File: config.mk
export PLATFORM = sky130hd
export DESIGN_NAME = mario_vram_cpu_if
export DESIGN_NICKNAME = d
export VERILOG_FILES = /design/src/rtl/mario_vram_cpu_if.sv
export SDC_FILE = /design/constraint.sdc
export NUM_CORES = 1
export LEC_CHECK = 0
export BUFFER_PORTS_ARGS = -buffer_cell sky130_fd_sc_hd__buf_4
export CORE_ASPECT_RATIO = 1.4
export CORE_UTILIZATION = 48
export CTS_BUF_LIST = sky130_fd_sc_hd__clkbuf_16
export DETAILED_ROUTE_END_ITERATION = 10
export PLACE_DENSITY = 0.79
export RECOVER_POWER = 25
export SLEW_MARGIN = 20
export SYNTH_ARGS = -nofsm -noshare
export SYNTH_HDL_FRONTEND = slang
export SYNTH_SLANG_ARGS = --single-unit
File: constraint.sdc
create_clock -name I_CLK_24M -period 2.9 [get_ports I_CLK_24M]
set_clock_uncertainty 0.2 [all_clocks]
set_input_delay 0.29 -clock I_CLK_24M [delete_from_list [all_inputs] [get_ports I_CLK_24M]]
set_output_delay 0.29 -clock I_CLK_24M [all_outputs]
set_load 0.01 [all_outputs]
File: src/rtl/mario_vram_cpu_if.sv
// rtl/mario_vram_cpu_if.sv - Z80-side initiator for background VRAM and the vertical scroll latch
module mario_vram_cpu_if #(
  parameter int STROBE_CYC = 4,
  parameter int VMOV_CYC   = 4
) (
  input  logic        I_CLK_24M,
  input  logic        I_RESET,
  input  logic [15:0] I_A,
  input  logic [7:0]  I_CPU_DO,
  input  logic        I_MREQn,
  input  logic        I_RFSHn,
  input  logic        I_RDn,
  input  logic        I_WRn,
  input  logic        I_VRAMBUSYn,
  input  logic [7:0]  I_VRAM_DB,
  output logic        O_WAITn,
  output logic [7:0]  O_CPU_DI,
  output logic [9:0]  O_VRAM_AB,
  output logic [7:0]  O_DB,
  output logic        O_VRAM_RDn,
  output logic        O_VRAM_WRn,
  output logic        O_VMOV
);

  typedef enum logic [2:0] {
    S_IDLE   = 3'd0,
    S_ARB    = 3'd1,
    S_ACCESS = 3'd2,
    S_HOLD   = 3'd3,
    S_VPULSE = 3'd4
  } state_t;

  localparam logic [3:0] C_STROBE_LOAD = 4'(STROBE_CYC - 1);
  localparam logic [3:0] C_VMOV_LOAD   = 4'(VMOV_CYC - 1);

  state_t      r_state;
  state_t      w_next;
  logic        w_req;
  logic        w_vsel;
  logic        w_ssel;
  logic        w_wait;
  logic        r_is_wr;
  logic [3:0]  r_cnt;
  logic [9:0]  r_vram_ab;
  logic [7:0]  r_db;
  logic [7:0]  r_cpu_di;
  logic        r_rdn;
  logic        r_wrn;
  logic        r_vmov;

  // Refresh cycles carry a row address on the bus and must never look like an access
  assign w_req  = !I_MREQn & I_RFSHn & (!I_RDn | !I_WRn);
  assign w_vsel = (I_A[15:10] == 6'b011101);
  assign w_ssel = (I_A == 16'h7D00) & !I_WRn;

  assign O_CPU_DI   = r_cpu_di;
  assign O_VRAM_AB  = r_vram_ab;
  assign O_DB       = r_db;
  assign O_VRAM_RDn = r_rdn;
  assign O_VRAM_WRn = r_wrn;
  assign O_VMOV     = r_vmov;

  // State register
  always_ff @(posedge I_CLK_24M or posedge I_RESET) begin
    if (I_RESET) r_state <= S_IDLE;
    else         r_state <= w_next;
  end

  // Next-state decode; ARB checks the abort before the bus grant
  always_comb begin
    w_next = r_state;
    case (r_state)
      S_IDLE: begin
        if (w_req && w_vsel)      w_next = S_ARB;
        else if (w_req && w_ssel) w_next = S_VPULSE;
      end
      S_ARB: begin
        if (I_MREQn)          w_next = S_IDLE;
        else if (I_VRAMBUSYn) w_next = S_ACCESS;
      end
      S_ACCESS: if (r_cnt == 4'd0) w_next = S_HOLD;
      S_HOLD:   if (I_MREQn)       w_next = S_IDLE;
      S_VPULSE: if (r_cnt == 4'd0) w_next = S_HOLD;
      default:  w_next = S_IDLE;
    endcase
  end

  // WAIT is combinational so the CPU is stalled in the same T-state it asks; forced high in reset
  always_comb begin
    w_wait  = (w_req && w_vsel && (r_state != S_HOLD)) ||
              (r_state == S_ARB) || (r_state == S_ACCESS);
    O_WAITn = I_RESET || !w_wait;
  end

  // Registered datapath: address/data latch, strobes, pulse counter and read-data capture
  always_ff @(posedge I_CLK_24M or posedge I_RESET) begin
    if (I_RESET) begin
      r_is_wr   <= 1'b0;
      r_cnt     <= 4'd0;
      r_vram_ab <= 10'd0;
      r_db      <= 8'h00;
      r_cpu_di  <= 8'h00;
      r_rdn     <= 1'b1;
      r_wrn     <= 1'b1;
      r_vmov    <= 1'b0;
    end else begin
      case (r_state)
        S_IDLE: begin
          if (w_req && w_vsel) begin
            // Address and data latched a full clock before any strobe can start
            r_vram_ab <= I_A[9:0];
            r_db      <= I_CPU_DO;
            r_is_wr   <= !I_WRn;
          end else if (w_req && w_ssel) begin
            r_db   <= I_CPU_DO;
            r_vmov <= 1'b1;
            r_cnt  <= C_VMOV_LOAD;
          end
        end
        S_ARB: begin
          if (!I_MREQn && I_VRAMBUSYn) begin
            if (r_is_wr) r_wrn <= 1'b0;
            else         r_rdn <= 1'b0;
            r_cnt <= C_STROBE_LOAD;
          end
        end
        S_ACCESS: begin
          // Busy is ignored here: once started, a strobe always runs its full length
          if (r_cnt == 4'd0) begin
            if (!r_is_wr) r_cpu_di <= I_VRAM_DB;
            r_rdn <= 1'b1;
            r_wrn <= 1'b1;
          end else begin
            r_cnt <= r_cnt - 4'd1;
          end
        end
        S_VPULSE: begin
          if (r_cnt == 4'd0) r_vmov <= 1'b0;
          else               r_cnt  <= r_cnt - 4'd1;
        end
        default: ;
      endcase
    end
  end

endmodule

Word level (Yosys, flattened, before mapping)
Index checks and enable logic that the tools add are counted.

Add/subtract/negate cells: 1. Eq/ne operators: 19. Muxes and demuxes: 25. Bitwise operators: 5. Reductions and logical operators: 26.

Operators with widths (count): two-way mux 3 bit (6); == test 16 x 15 -> 1 bit (second input constant) (1); two-way mux 4 bit (4); two-way mux 8 bit (2); inequality test 2 bit (second input constant) (8); AND reduction 4 bit (4); one-hot mux 3 bit (4 select lines) (1); one-hot mux 4 bit (3 select lines) (1); two-way mux 1 bit (8); == test 3 x 2 -> 1 bit (second input constant) (2); == test 6 x 5 -> 1 bit (second input constant) (1); inequality test 3 bit (second input constant) (2); one-hot mux 1 bit (2 select lines) (3); nonzero test 2 bit (3); AND reduction 5 bit (1); logical AND 1 bit (4); logical NOT 1 bit (4); logical NOT 4 bit (1); inequality test 2 x 1 -> 1 bit (second input constant) (2); AND reduction 2 bit (2); subtractor 4 x 1 -> 4 bit (second input constant) (1); AND 1 bit (3); == test 3 x 1 -> 1 bit (second input constant) (1); == test 3 bit (second input constant) (1); other kinds (8) (10).

Flip-flop bits (word level): 37. Input port bits: 39. Output and inout port bits: 30. Logic and storage cells: 85.

Longest topological paths before layout
Gate-level depths: netlist of run 1.

Depth after elaboration: 9. Mapped depth: 6.

Worst setup path after synthesis of run 1
No wires, ideal clock.

Path kind: flip-flop to flip-flop. From: register r_cnt[0]. To: register r_cpu_di[0] (netlist: O_CPU_DI[0]). Setup time: 0.125 ns. Arrival: 2.022 ns. Required time: 2.575 ns. Path slack: 0.553 ns. Cell stages (with the launch flop): 7. Path buffers: 0. Cell sequence: dfrtp_1 > inv_1 > ha_1 > or3b_2 > or3_4 > nor2_8 > mux2_2.

Cells in the longest elaborated chain, start to end: 2.

Ends and longest elaborated chain: from (decl) (line 43) `logic [3:0] r_cnt;`; from (signal assigned) (line 134) `r_cnt <= r_cnt - 4'd1;`; from (signal assigned) (line 139) `else r_cnt <= r_cnt - 4'd1;`; logical NOT 4 bit (line 129) `if (r_cnt == 4'd0) begin`; AND reduction 3 bit (no source line); to (signal assigned) (line 102) `r_cpu_di <= 8'h00;`; to (signal assigned) (line 130) `if (!r_is_wr) r_cpu_di <= I_VRAM_DB;`; to (decl) (line 46) `logic [7:0] r_cpu_di;`.

No other way between the ends. A chain may end at the register's enable or synchronous reset.

Final worst setup path of run 1
From: register r_cnt[0]. To: register r_cpu_di[6] (netlist: O_CPU_DI[6]).

The elaborated chain is that of the path after synthesis.

==> results of run 1 <==
layout make-up:
class | count | area (µm²)
flip-flops and latches | 37 | 928
inverters | 6 | 22.5
fillers | 248 | 995
multi-input cells | 97 | 785
clock inverters | 3 | 13.8
repair buffers | 70 | 522
clock buffers | 5 | 125
well taps | 40 | 50.0
power by group through the flow:
stage | clock network (mW) | logic, mW | registers, mW
final | 0.516 | 0.532 | 0.691
after global routing | 0.551 | 0.583 | 0.703
after CTS | 0.525 | 0.531 | 0.688
after detailed placement | 0 | 0.529 | 0.697
after global placement | 0 | 0.498 | 0.691
after floorplan | 0 | 0.353 | 0.672
stage by stage:
| step | hold slack [ps] | power, mW | setup WS, ps | cell area [µm²] | instances |
|---|---|---|---|---|---|
| after floorplan | 183 | 1.02 | 553 | 1760 | 145 |
| final | 22.4 | 1.74 | 346 | 2450 | 258 |
| after global placement | 248 | 1.19 | 433 | 2310 | 250 |
| after global routing | 18.8 | 1.84 | 263 | 2450 | 258 |
| after CTS | 3.68 | 1.74 | 358 | 2450 | 258 |
| after detailed placement | 255 | 1.23 | 370 | 2310 | 250 |
registers in the layout, summed over array words and instances, names as in the netlist:
name,count
O_VRAM_WRn,1
O_VRAM_RDn,1
O_DB,8
r_cnt,4
r_is_wr,1
O_VRAM_AB,10
O_CPU_DI,8
O_VMOV,1
r_state,3
per-layer routing:
metal / up-vias / part of all wire (%) / track usage (%)
met5: - / 0 / 0
met4: 0 / 1.7 / 12.3
met3: 9 / 6.9 / 8.90
met2: 68 / 54 / 45.0
met1: 702 / 37 / 29.3
li1: 677 / - / -
logic make-up after synthesis:
family,share of synthesized area [%]
and+or+nand+nor,14.9
adders and majority gates,1.42
AOI/OAI and AO/OA,10.5
muxes,17.2
DFF,52.8
xor gates and xnor gates,0.498
buffers and inverters,2.56
worst register-to-register path, delay by kind of cell, from the launching register on:
kind,cells,cell delay [ps]
buffers and inverters,1,130
muxes,1,360
adders and majority gates,1,220
DFF,1,390
and+or+nand+nor,3,1140
final timing paths:
check                                     endpoint              startpoint  slack [ps]
hold / removal                 r_is_wr$_DFFE_PP0P_                   I_WRn          20
min in group asynchronous      O_DB[7]$_DFFE_PP0P_                 I_RESET         590
setup reg to reg           O_CPU_DI[6]$_DFFE_PP0P_    r_cnt[0]$_DFFE_PP0P_         350
hold reg to reg             O_VRAM_RDn$_DFFE_PP1P_  O_VRAM_RDn$_DFFE_PP1P_         260
setup / recovery           O_CPU_DI[6]$_DFFE_PP0P_    r_cnt[0]$_DFFE_PP0P_         350
max in group asynchronous     r_cnt[2]$_DFFE_PP0P_                 I_RESET         790
cells in the mapped netlist (all sizes together) (3+ instances only):
library cell | count | area [µm²]
nor2 | 7 | 42.5
nor4b | 3 | 32.5
inv | 6 | 22.5
mux2 | 26 | 293
a21oi | 5 | 25.0
clkbuf | 4 | 15.0
nand2 | 10 | 37.5
nand2b | 3 | 18.8
nor4 | 3 | 18.8
dfrtp | 35 | 876
nand3 | 4 | 20.0
nor3 | 5 | 30.0
a211oi | 3 | 35.0
layout by cell type, fill, tap and decap left out, drive strengths merged, types with 2 or more instances in the layout:
master	netlist	routed
nor4	3	3
clkbuf	4	7
nor4b	3	3
nand2b	3	3
a21oi	5	5
dfstp	2	2
o21ai	2	2
dfrtp	35	35
clkinv	0	2
nor3	5	5
buf	1	68
a211oi	3	3
ha	2	2
mux2	26	26
nor2	7	7
or3	2	2
nand3	4	4
o211ai	2	2
inv	6	7
nand2	10	10
o21a	2	2
==> impl_metrics.tcl, run 1 <==
set metrics [dict create \
    drc_errors 0 \
    ys_async_sr_fraction_pct 100 \
    gr-total-overflow 0 \
    drtAntennaViolNets 0 \
    nets 258 \
    critPathMaxFanout 8 \
    power_density_mw_per_mm2 711 \
    start_kind "flop" \
    cts_buffers 5 \
    syn_inst 145 \
    cp_slowest_cell "or3b_2" \
    dp_hpwl_um 3430 \
    seq_area_frac_synth_pct 52.8 \
    clock_latency_ps 280 \
    grt_usage_pct 26.5 \
    area_growth_pct 39.1 \
    drv_slew 38 \
    cts_setup_buffers 0 \
    cts-root-buf "clkbuf_16" \
    end_kind "flop" \
    drtIter0Drc 37 \
    wl_per_cell_um 17.2 \
    grt_pass1_vias 1542 \
    max_slew.worst_pin.slew_ps 1960 \
    cp.arrival_ps 2520 \
    yosys_register_bits 37 \
    num_rows 25 \
    netlist_area_mm2 0.00176 \
    grt_setup_unrepaired "no" \
    crit_cells 6 \
    rr_worst_depth 6 \
    clock_sinks 37 \
    core_area_mm2 0.00344 \
    diodes 0 \
    maxCapViolations 1 \
    ir_worst_vdd_mv 0.487 \
    power.leakage_nw 1.25 \
    status "finished with violations" \
    grt_max_degree 38 \
    hold_depth 2 \
    clock_path_buffers 2 \
    synth_warnings 0 \
    hold_viol 0 \
    grt_pass1_wl_um 7250 \
    die_h_um 73.6 \
    switching_share_pct 32.1 \
    dieArea_mm2 0.00391 \
    finalSetupViolations 0 \
    seqPwrFrac_pct 39.7 \
    violations "max-capacitance violations, max-slew violations" \
    hold_path.class "in2reg" \
    cp.required_ps 2860 \
    synth_edf_count 0 \
    fmax_mhz 391 \
    combPwrFrac_pct 30.6 \
    crit_chain "inv_1, ha_1, or3b_2, or3_4, nor2_8, mux2_2" \
    tns_ps 0 \
    cts_resized 0 \
    power_switching_mw 0.558 \
    intPower_mw 1.18 \
    max_stage_delay_ps 520 \
    critPathBufInv 1 \
    clkPwrFrac_pct 29.7 \
    io_buffers 68 \
    maxSlewHeadroom_pct -30.9 \
    route.vias.total 1456 \
    cts_tree "done" \
    io_pins 69 \
    clk_pin_slew_ps 60 \
    layout-drive-gt1-share_pct 51.4 \
    drtPass1Iterations 4 \
    layout_min_cycle_time_ps 2550 \
    critPathTopFamily "simple AND/OR/NAND/NOR gates" \
    yosysUniqueCellTypes 43 \
    synth_nets 186 \
    die-width_um 53.1 \
    start_util_pct 51.1 \
    period_share_pct 88.1 \
    place.gp.congestion 0.845 \
    synth_ff_type "dfrtp_1" \
    ctsHoldBuffers 0 \
    antenna_found_initial 0 \
    path_class "reg2reg" \
    utilization_pct 71.1 \
    cts_max_level 2 \
    viasPerCell 5.64 \
    avgSynthCellArea_um2 12.1 \
    routed_wl_um 4450 \
]
No activity file was read; power rests on OpenSTA's default activity.
==> run 2, diff against run 1 <==
CORE_ASPECT_RATIO = 1.25   (was 1.4)
==> run 2 against run 1 <==
The run now ends clean. Total power decreased by 0.26%. Utilization down 3.0 points. Die area about the same. Non-clock buffer count grew 2. Combinational power rose by 4.1%. Critical endpoint is now O_CPU_DI[4]$_DFFE_PP0P_. Largest power group unchanged. Highest routed layer unchanged.
==> impl_metrics.tcl, run 2 (same netlist as run 1, synthesis figures left out) <==
set metrics [dict create \
    place.gp.congestion 0.847 \
    drv_slew 0 \
    core_area_mm2 0.00348 \
    critPathLaunch "r_cnt[0]$_DFFE_PP0P_" \
    tns_ps 0 \
    dp_hpwl_um 3210 \
    die-width_um 56.1 \
    r2r-start "r_cnt[0]$_DFFE_PP0P_" \
    power_switching_mw 0.571 \
    grt_usage_pct 23.4 \
    combPwrFrac_pct 31.9 \
    clkPwrFrac_pct 29.6 \
    end_kind "flop" \
    crit_chain "inv_1, ha_1, or3b_2, or3_4, nor2_8, mux2_2" \
    grt_pass1_wl_um 7090 \
    viasPerCell 5.66 \
    drtPass1Iterations 4 \
    fmax_mhz 396 \
    gr-total-overflow 0 \
    max_slew.worst_pin.slew_ps 822 \
    io_buffers 68 \
    period_share_pct 87.0 \
    maxSlewHeadroom_pct 44.4 \
    num_rows 24 \
    route.vias.total 1466 \
    io_pins 69 \
    cts_max_level 2 \
    drtIter0Drc 57 \
    power_density_mw_per_mm2 732 \
    antenna_found_initial 0 \
    switching_share_pct 32.9 \
    final_common_cell "buf_4" \
    critPathMaxFanout 8 \
    start_util_pct 50.5 \
    wl_per_cell_um 16.5 \
    nFillCells 279 \
    layout-drive-gt1-share_pct 39.5 \
    routed_wl_um 4270 \
    cp.required_ps 2860 \
    grt_setup_unrepaired "no" \
    status "complete, no violations" \
    area_growth_pct 34.9 \
    drtAntennaViolNets 0 \
    layout_common_cells "buf_4 (45), dfrtp_1 (35), mux2_2 (26), clkbuf_1 (26), nand2_1 (10)" \
    drc_errors 0 \
    clock_path_buffers 2 \
    largest_reg_flops 10 \
    hold_viol 0 \
    seqPwrFrac_pct 38.5 \
    clk_pin_slew_ps 50 \
    intPower_mw 1.16 \
    ir_worst_vdd_mv 0.500 \
    layout_min_cycle_time_ps 2520 \
    nets 260 \
    seq_area_um2 928 \
    grt_pass1_vias 1565 \
    cp_slowest_cell "or3b_2" \
    dieArea_mm2 0.00391 \
    max_stage_delay_ps 510 \
    cts_buffers 5 \
    finalSetupViolations 0 \
    start_kind "flop" \
    worstHoldStart "I_WRn" \
    cts_setup_buffers 0 \
    diodes 0 \
    maxCapViolations 0 \
    cp.arrival_ps 2490 \
    power.leakage_nw 1.15 \
    clock_latency_ps 280 \
    grt_max_degree 38 \
    clock_sinks 37 \
    die_h_um 69.7 \
    cts_tree "done" \
    utilization_pct 68.1 \
    multi_input_area_um2 785 \
    hold_path.class "in2reg" \
    path_class "reg2reg" \
    cts-root-buf "clkbuf_16" \
]
-- run 2: changes by cell type in the layout (fill, tap and decap cells not counted) --
cell           previous run  this run
buf_4                    68        45
clkinv_2                  2         0
dlygate4sd3_1             0         1
inv_1                     7         8
clkbuf_4                  1         0
clkinv_4                  0         1
clkbuf_1                  1        26
-- run 2: final cells by class --
type	count	share of cell area [%]
sequential	37	39.2
multi-input combinational	97	33.1
timing repair buffer	72	18.8
clock buffer	5	5.28
tap	39	2.06
inverter	6	0.950
clock inverter	3	0.686
-- run 2: repair_timing --
action	CTS	global route
endpoints found under the hold margin	35	0
gates resized for setup	0	0
hold buffers	1	0
-- run 2: power groups by stage --
stage	registers [mW]	logic [mW]	clock network [mW]
2_1_floorplan	0.672	0.353	0
3_3_place_gp	0.667	0.524	0
3_5_place_dp	0.674	0.563	0
4_1_cts	0.668	0.575	0.520
5_1_grt	0.680	0.599	0.535
6_report	0.668	0.554	0.513
-- run 2: critical path: cells and delay by family, from the launching register on --
kind,cells,cell delay [ps]
flip-flops,1,380
adder cells (fa/ha/maj),1,230
multiplexers,1,360
buffers and inverters,1,130
AND/OR/NAND/NOR,3,1100
-- run 2: per-stage QoR --
step	hold WS [ps]	cells	total power [mW]	instance area, µm²	setup slack [ps]
after floorplan	183	145	1.02	1760	553
after global placement	249	250	1.19	2320	506
after detailed placement	250	250	1.24	2320	391
after CTS	19.6	259	1.76	2470	384
after global routing	39.9	259	1.81	2370	286
final	20.4	259	1.74	2370	377
-- run 2: worst paths after layout --
| path | to | slack, ps | cells after the start |
|---|---|---|---|
| min in group asynchronous | O_CPU_DI[4]$_DFFE_PP0P_ | 530 | 4 |
| max in group asynchronous | O_VRAM_RDn$_DFFE_PP1P_ | 1610 | 4 |
| max | O_CPU_DI[4]$_DFFE_PP0P_ | 380 | 6 |
| max reg2reg | O_CPU_DI[4]$_DFFE_PP0P_ | 380 | 6 |
| min reg2reg | O_VRAM_WRn$_DFFE_PP1P_ | 260 | 2 |
| min | r_is_wr$_DFFE_PP0P_ | 20 | 2 |
-- run 2: metal layers --
layer,global-route usage [%],up-vias,wire length [µm]
li1,-,679,-
met1,26.1,704,1600
met2,41.7,74,2280
met3,6.72,9,304
met5,0,-,0
met4,8.67,0,74
